`src/rtl/fir_pkg.sv`:
```
// Shared FIR constants and the coefficient-loader state encoding; the filter
// datapath imports the same defaults so both sides agree on bank geometry.
package fir_pkg;

    localparam int FIR_TAP_WIDTH = 32;
    localparam int FIR_TAP_COUNT = 128;

    typedef enum logic [2:0] {
        IDLE,
        LOAD,
        CSUM,
        COMMIT,
        ERROR
    } loader_state_e;

endpackage

```
`src/rtl/fir_coef_loader.sv`:
```
// Streams a coefficient set into the FIR shadow tap bank, then pulses bank_swap.
// Define COEF_CHECKSUM_EN to require a trailing modulo-2^TAP_WIDTH checksum word.
module fir_coef_loader
    import fir_pkg::*;
#(
    parameter  int TAP_WIDTH  = FIR_TAP_WIDTH,
    parameter  int TAP_COUNT  = FIR_TAP_COUNT,
    localparam int ADDR_WIDTH = $clog2(TAP_COUNT)
) (
    input  logic                  clk,
    input  logic                  reset_n,
    input  logic                  start,
    input  logic                  s_valid,
    output logic                  s_ready,
    input  logic [TAP_WIDTH-1:0]  s_data,
    input  logic                  s_last,
    output logic                  tap_we,
    output logic [ADDR_WIDTH-1:0] tap_addr,
    output logic [TAP_WIDTH-1:0]  tap_wdata,
    output logic                  bank_swap,
    output logic                  busy,
    output logic                  done,
    output logic                  err
);

    localparam logic [ADDR_WIDTH-1:0] LAST_ADDR = ADDR_WIDTH'(TAP_COUNT - 1);

    loader_state_e         state_q, state_d;
    logic [ADDR_WIDTH-1:0] cnt_q, cnt_d;
    logic                  err_q, err_d;
    logic                  tap_we_q, tap_we_d;
    logic [ADDR_WIDTH-1:0] tap_addr_q, tap_addr_d;
    logic [TAP_WIDTH-1:0]  tap_wdata_q, tap_wdata_d;
    logic                  swap_q, swap_d;
    logic                  beat;
`ifdef COEF_CHECKSUM_EN
    logic [TAP_WIDTH-1:0]  csum_q, csum_d;
`endif

    assign s_ready = (state_q == LOAD) || (state_q == CSUM);
    assign beat    = s_valid && s_ready;

    always_comb begin
        // NOTE: every variable gets a default before the case so no path can infer a latch.
        state_d     = state_q;
        cnt_d       = cnt_q;
        err_d       = err_q;
        tap_we_d    = 1'b0;
        tap_addr_d  = tap_addr_q;
        tap_wdata_d = tap_wdata_q;
        swap_d      = 1'b0;
`ifdef COEF_CHECKSUM_EN
        csum_d      = csum_q;
`endif

        case (state_q)
            IDLE, ERROR: begin
                if (start) begin
                    state_d = LOAD;
                    cnt_d   = '0;
                    err_d   = 1'b0;
`ifdef COEF_CHECKSUM_EN
                    csum_d  = '0;
`endif
                end
            end
            LOAD: begin
                if (beat) begin
                    // Every accepted coefficient is written, even one that ends the set in error.
                    tap_we_d    = 1'b1;
                    tap_addr_d  = cnt_q;
                    tap_wdata_d = s_data;
`ifdef COEF_CHECKSUM_EN
                    csum_d      = csum_q + s_data;
`endif
                    if (cnt_q == LAST_ADDR) begin
`ifdef COEF_CHECKSUM_EN
                        state_d = s_last ? ERROR : CSUM;
`else
                        state_d = s_last ? COMMIT : ERROR;
`endif
                    end else begin
                        cnt_d = cnt_q + ADDR_WIDTH'(1);
                        if (s_last) state_d = ERROR;
                    end
                end
            end
`ifdef COEF_CHECKSUM_EN
            CSUM: begin
                if (beat) state_d = (s_last && (s_data == csum_q)) ? COMMIT : ERROR;
            end
`endif
            COMMIT: begin
                // Swap is registered so it lands the cycle after the final tap write.
                swap_d  = 1'b1;
                state_d = IDLE;
            end
            default: state_d = IDLE;
        endcase

        if (state_d == ERROR) err_d = 1'b1;
    end

    // NOTE: sequential state uses non-blocking assignments so all registers update together.
    always_ff @(posedge clk or negedge reset_n) begin
        if (!reset_n) begin
            state_q     <= IDLE;
            cnt_q       <= '0;
            err_q       <= 1'b0;
            tap_we_q    <= 1'b0;
            tap_addr_q  <= '0;
            tap_wdata_q <= '0;
            swap_q      <= 1'b0;
`ifdef COEF_CHECKSUM_EN
            csum_q      <= '0;
`endif
        end else begin
            state_q     <= state_d;
            cnt_q       <= cnt_d;
            err_q       <= err_d;
            tap_we_q    <= tap_we_d;
            tap_addr_q  <= tap_addr_d;
            tap_wdata_q <= tap_wdata_d;
            swap_q      <= swap_d;
`ifdef COEF_CHECKSUM_EN
            csum_q      <= csum_d;
`endif
        end
    end

    assign tap_we    = tap_we_q;
    assign tap_addr  = tap_addr_q;
    assign tap_wdata = tap_wdata_q;
    assign bank_swap = swap_q;
    assign done      = swap_q;
    assign err       = err_q;
    assign busy      = (state_q != IDLE) && (state_q != ERROR);

endmodule

```
`config.mk`:
```
export PLATFORM = sky130hd
export DESIGN_NAME = fir_coef_loader
export DESIGN_NICKNAME = d
export VERILOG_FILES = /design/src/rtl/fir_pkg.sv /design/src/rtl/fir_coef_loader.sv
export SDC_FILE = /design/constraint.sdc
export NUM_CORES = 1
export LEC_CHECK = 0
export CAP_MARGIN = 5
export CORE_ASPECT_RATIO = 1.4
export CORE_MARGIN = 1
export CORE_UTILIZATION = 39
export CTS_BUF_LIST = sky130_fd_sc_hd__clkbuf_16
export CTS_CLUSTER_DIAMETER = 30
export DETAILED_ROUTE_END_ITERATION = 16
export GPL_TIMING_DRIVEN = 0
export PLACE_DENSITY = 0.76
export SLEW_MARGIN = 15
export SYNTH_ARGS = -nofsm -noshare
export SYNTH_HDL_FRONTEND = slang
export SYNTH_SLANG_ARGS = --single-unit
```
`constraint.sdc`:
```
create_clock -name clk -period 1.6 [get_ports clk]
set_input_delay 0.4 -clock clk [delete_from_list [all_inputs] [get_ports clk]]
set_output_delay 0.4 -clock clk [all_outputs]
set_load 0.005 [all_outputs]
```
; ---- Word-level counts from Yosys, hierarchy flattened
; Cells that the tools add are included.
[op_classes]
addsub = 1
n_eq_ne = 10
muxes = 16
reduce_logical = 12
[op_table]
columns = cell, n
row1 = 2-to-1 mux 7 bit, 3
row2 = 2-to-1 mux 3 bit, 5
row3 = one-hot mux 7 bit (2 select lines), 1
row4 = "adder 7 x 1 -> 7 bit, second input constant", 1
row5 = "== test 7 bit, second input constant", 1
row6 = "== test 3 x 2 -> 1 bit, second input constant", 2
row7 = "== test 3 bit, second input constant", 2
row8 = 2-to-1 mux 1 bit, 6
row9 = "!= test 2 bit, second input constant", 3
row10 = one-hot mux 3 bit (2 select lines), 1
row11 = nonzero test 2 bit, 3
row12 = AND reduction 2 bit, 2
row13 = AND reduction 4 bit, 1
row14 = "== test 3 x 1 -> 1 bit, second input constant", 1
row15 = logical NOT 3 bit, 1
row16 = "!= test 3 bit, second input constant", 1
row17 = nonzero test 3 bit, 1
row18 = logical AND 1 bit, 2
row19 = OR reduction 2 bit, 1
row20 = logical OR 1 bit, 1
[totals]
regBits = 52
in_bits = 37
out_inout_bits = 45

; ---- Longest topological paths before layout
[logic_depth]
ltp_word = 8
mapped_depth = 7
depth_no_buf = 6

; ---- Worst setup path before layout
; No wires, ideal clock.
[synth_timing]
path_type = register to register
startpoint = register state_q[2]
endpoint = register cnt_q[4]
setup_time_ns = 0.077
arrival_ns = 1.463
required_time_ns = 1.523
path_slack_ns = 0.060
path_stages_with_launch = 8
cell_sequence = dfrtp_1 > nor3b_2 > nand2_1 > clkinv_2 > o21ai_2 > buf_6 > or3_1 > a21oi_1
[synth_between]
elab_chain_len = 5
[synth_rtl]
columns = element, line
row1 = "start, declared", fir_coef_loader.sv:28  ; loader_state_e state_q, state_d;
row2 = "start signal, assigned", fir_coef_loader.sv:118  ; state_q <= state_d;
row3 = == test 3 x 1 -> 1 bit or == test 3 x 2 -> 1 bit (tied branches), "fir_coef_loader.sv:40, fir_coef_loader.sv:56"
row4 = logical OR 1 bit, fir_coef_loader.sv:40  ; assign s_ready = (state_q == LOAD) || (state_q == CSUM);
row5 = logical AND 1 bit, fir_coef_loader.sv:41  ; assign beat = s_valid && s_ready;
row6 = != test 2 bit (no line), -
row7 = AND reduction 4 bit (no line), -
row8 = "end signal, assigned", fir_coef_loader.sv:119  ; cnt_q <= cnt_d;
row9 = "end, declared", fir_coef_loader.sv:29  ; logic [ADDR_WIDTH-1:0] cnt_q, cnt_d;
; Parallel ways exist; a longest one is shown, timed or not.
; A chain may end at the register's enable or synchronous reset.

; ---- Worst setup path in the final report
[layout_timing]
startpoint = register state_q[1]
endpoint = output port busy
[layout_between]
elab_chain_len = 2
[layout_rtl]
columns = element, line
row1 = != test 3 bit or nonzero test 3 bit (tied branches), fir_coef_loader.sv:137  ; assign busy = (state_q != IDLE) && (state_q != ERROR);
row2 = logical AND 1 bit (*), fir_coef_loader.sv:137
row3 = "end, declared", fir_coef_loader.sv:21  ; output logic busy,
; Every way passes the cells marked *; elsewhere a longest branch is shown, timed or not.

==> results.md <==
- CTS tree: done
- First-iteration detailed-routing DRC count: between 50 and 60
- Clock Latency Late Sink: between 200 and 300 ps
- Peak supply drop: just under 1 mV
- CP max stage delay: between 400 and 500 ps
- Final min period: ~1700 ps
- GRT overflow: 0
- First-pass detailed-route iteration total: 4
- Worst setup EP type: output pin
- Post-layout util: a little over 70%
- Largest area contributor in the netlist: dfrtp_1
- Largest cells by area after synthesis: dfrtp_1, mux2_2, nand3_1
- Most common library cell in the layout ignoring fill and taps: clkdlybuf4s50_1
- Mux cell area share after synthesis: about a fifth
- Post-Synthesis Cell Area: just over 0.002 sq mm
- H-tree levels: 2
- Synth Area per Inst: between 10 and 15 sq um
- Synth Instances: 145
- Overall power: ~6300 uW
- Hold Buf Count CTS: 0
- Die Height: 88.2 um
- Synth Area in XOR/XNOR: 0.845%
- Worst Clk Skew: about 7.7 ps
- DR vias: ~1.6k
- Synth unique cells: 28
- Slew margin rel.: slightly below 80%
- Clock Path Buffers: 2
- Final setup violation count: between 40 and 50
- Synth top area share: 62.8%
- CP Launch Type: register
- Initial antenna violation count: 0
- Worst-path cell chain: buf_4 > nor2_4 > inv_1 > dlygate4sd2_1
- Largest net degree at the start of global routing: 23
- First-pass GRT wire length: a little over 8000 um
- Fin. max-slew vios: 0
- Vias in the first global route: 1668
- Part of the cycle the worst path needs: 105%
- WP data required: about 1200 ps
- WP data arrival: ~1300 ps
- Clock Sink Count: 52
- Place WS: -346 ps
- LEAKAGE: 0.00164 uW
- Layout cells sized above 1: between 30% and 40%
- Fmax: between 0.5 and 0.6 GHz
- ANT cells: 0
- Clock slew at reported path FFs: 70 ps
- Placer congestion estimate: around 0.79
- Unrepaired setup endpoints after global routing: yes
- Crit Path Class: register to output pin
- Flop-to-flop setup slack: -50 ps
- Hold WC Path Type: input port to async pin
- CP max FO: 4
- R2r startpoint: state_q[1]$_DFF_PN0_
- Worst R2R Path Depth: 8
- Max-cap violation count: 0
- Simple-Gate Fraction of Synth Area: 6.22%
- WL final: 4990 um
- Final Hold Vio Count: 0
- Synth Area in Compound Gates: under 10%
- CP max stage cell: dfrtp_1
- Die W: ~64 um
- Pwr Density: around 1700 mW/mm^2
- Nets: ~300
- Fin Hold WS: 8.90 ps
- Most frequent cells in the layout: clkdlybuf4s50_1, dfrtp_1, mux2_4, buf_6, buf_4
- Remaining antenna violation count: 0
- Area growth, synth to finish: 76.1%
- RR Endpoint: cnt_q[4]$_DFFE_PN0P_
- Post-synthesis sequential area ratio: 62.8%
- GRT Total Usage: between 10% and 20%
- Failing checks: negative setup slack
- Largest family of logic cells by synthesized area: multiplexers
- Die area: 0.00561 sq mm
- Rows: 31
- WL/cell: between 15 and 20 um
- Core ar.: around 0.0052 sq mm
- Worst Max-Slew Pin Slew: 345 ps
- I/O pins: 82
- Final routed DRC violation total: 0
- Adder-cell area share of the yosys netlist: less than 1%
- Synth Net Count: between 150 and 200
- Starting Density: between 40% and 50%
- Outcome: finished with violations
- Via-per-instance ratio: 4.87
- Register bit count reported by yosys: between 50 and 60
- CTS buffer count: 5
- Root cell of the clock tree: clkbuf_16
- Syn. warnings: 0
- IO Port Bufs: 81
- Dpl hpwl: between 3000 and 4000 um
- Final worst slack: -76.3 ps
[synthesized netlist by cell type]
cell type and number:
a31o_2 1, and3_1 2, a21boi_0 1, a21oi_1 2, o22a_1 1, inv_1 3
nand3b_1 1, buf_2 4, or4_1 1, dfrtp_1 52, nor2_1 5, or3_1 1
nand2_1 5, xnor2_1 2, mux2_2 39, clkinv_2 1, nand3_1 6, o21ai_0 4
and3b_1 1, o31ai_1 4, o211ai_1 2, buf_6 1, buf_4 1, and2_1 1
o21ai_2 1, ha_1 1, a41oi_1 1, nor3b_2 1
[state kept, by name, summed over array words and instances, names as in the netlist]
signal	flops
cnt_q	7
tap_wdata	32
tap_we	1
state_q	3
tap_addr	7
bank_swap	1
err	1
[worst max-delay path, delay by kind of cell, from the launching register on]
kind                   cells  cell delay, ps
AND/OR/NAND/NOR            1             100
buffers and inverters      3             460
flip-flops                 1             420
[worst max path at each step]
stage | start | endpoint | cells past startpoint
2_1_floorplan | state_q[2]$_DFF_PN0_ | cnt_q[4]$_DFFE_PN0P_ | 7
3_3_place_gp | reset_n | tap_wdata[6]$_DFFE_PN0P_ | 1
3_5_place_dp | s_valid | tap_wdata[31]$_DFFE_PN0P_ | 5
4_1_cts | state_q[1]$_DFF_PN0_ | tap_wdata[31]$_DFFE_PN0P_ | 8
5_1_grt | state_q[1]$_DFF_PN0_ | busy | 4
6_report | state_q[1]$_DFF_PN0_ | busy | 4
[power breakdown]
group	internal (uW)	switching, uW
Sequential	1830	324
Clock	569	447
Combinational	2220	952
Total	4620	1720
[layout make-up]
type / instances / area (sq um)
Timing Repair Buffer: 106 / 1140
Fill cell: 361 / 1510
Buffer: 5 / 56.3
Multi-Input combinational cell: 83 / 903
Inverter: 4 / 22.5
Tap cell: 66 / 82.6
Clock inverter: 3 / 15.0
Clock buffer: 5 / 125
Sequential cell: 52 / 1300
[timing repair]
| item | in CTS | in global routing |
|---|---|---|
| setup buffers | 18 | 4 |
| endpoints found under the hold margin | 0 | 0 |
| setup endpoints to repair | 43 | 51 |
| cloned | 3 | 0 |
| resized for setup | 59 | 29 |
| pin swaps | 10 | 7 |
[cell families (layout without fill, tap and decap cells)]
logic type,after synthesis,in the layout
AOI/OAI and AO/OA,17,17
adders and majority gates,1,1
muxes,39,39
xor gates and xnor gates,2,2
and+or+nand+nor,24,24
buffers and inverters,10,123
DFF,52,52
[routing by layer]
metal | global-route usage, % | up-vias | part of all wire [%]
met5 | 0 | - | 0
met3 | 4.12 | 10 | 4.0
met2 | 33.7 | 57 | 51
met4 | 5.37 | 0 | 1.6
li1 | - | 735 | -
met1 | 23.3 | 776 | 43
[through the flow]
stage / setup TNS (ps) / cell area [sq um] / std cells
3_3_place_gp: -86980 / 2970 / 292
4_1_cts: -1120 / 3560 / 323
6_report: -862 / 3650 / 324
5_1_grt: -3780 / 3650 / 324
3_5_place_dp: -13570 / 3020 / 294
2_1_floorplan: 0 / 2070 / 145
Note: power is estimated with default switching activity, not from simulation.
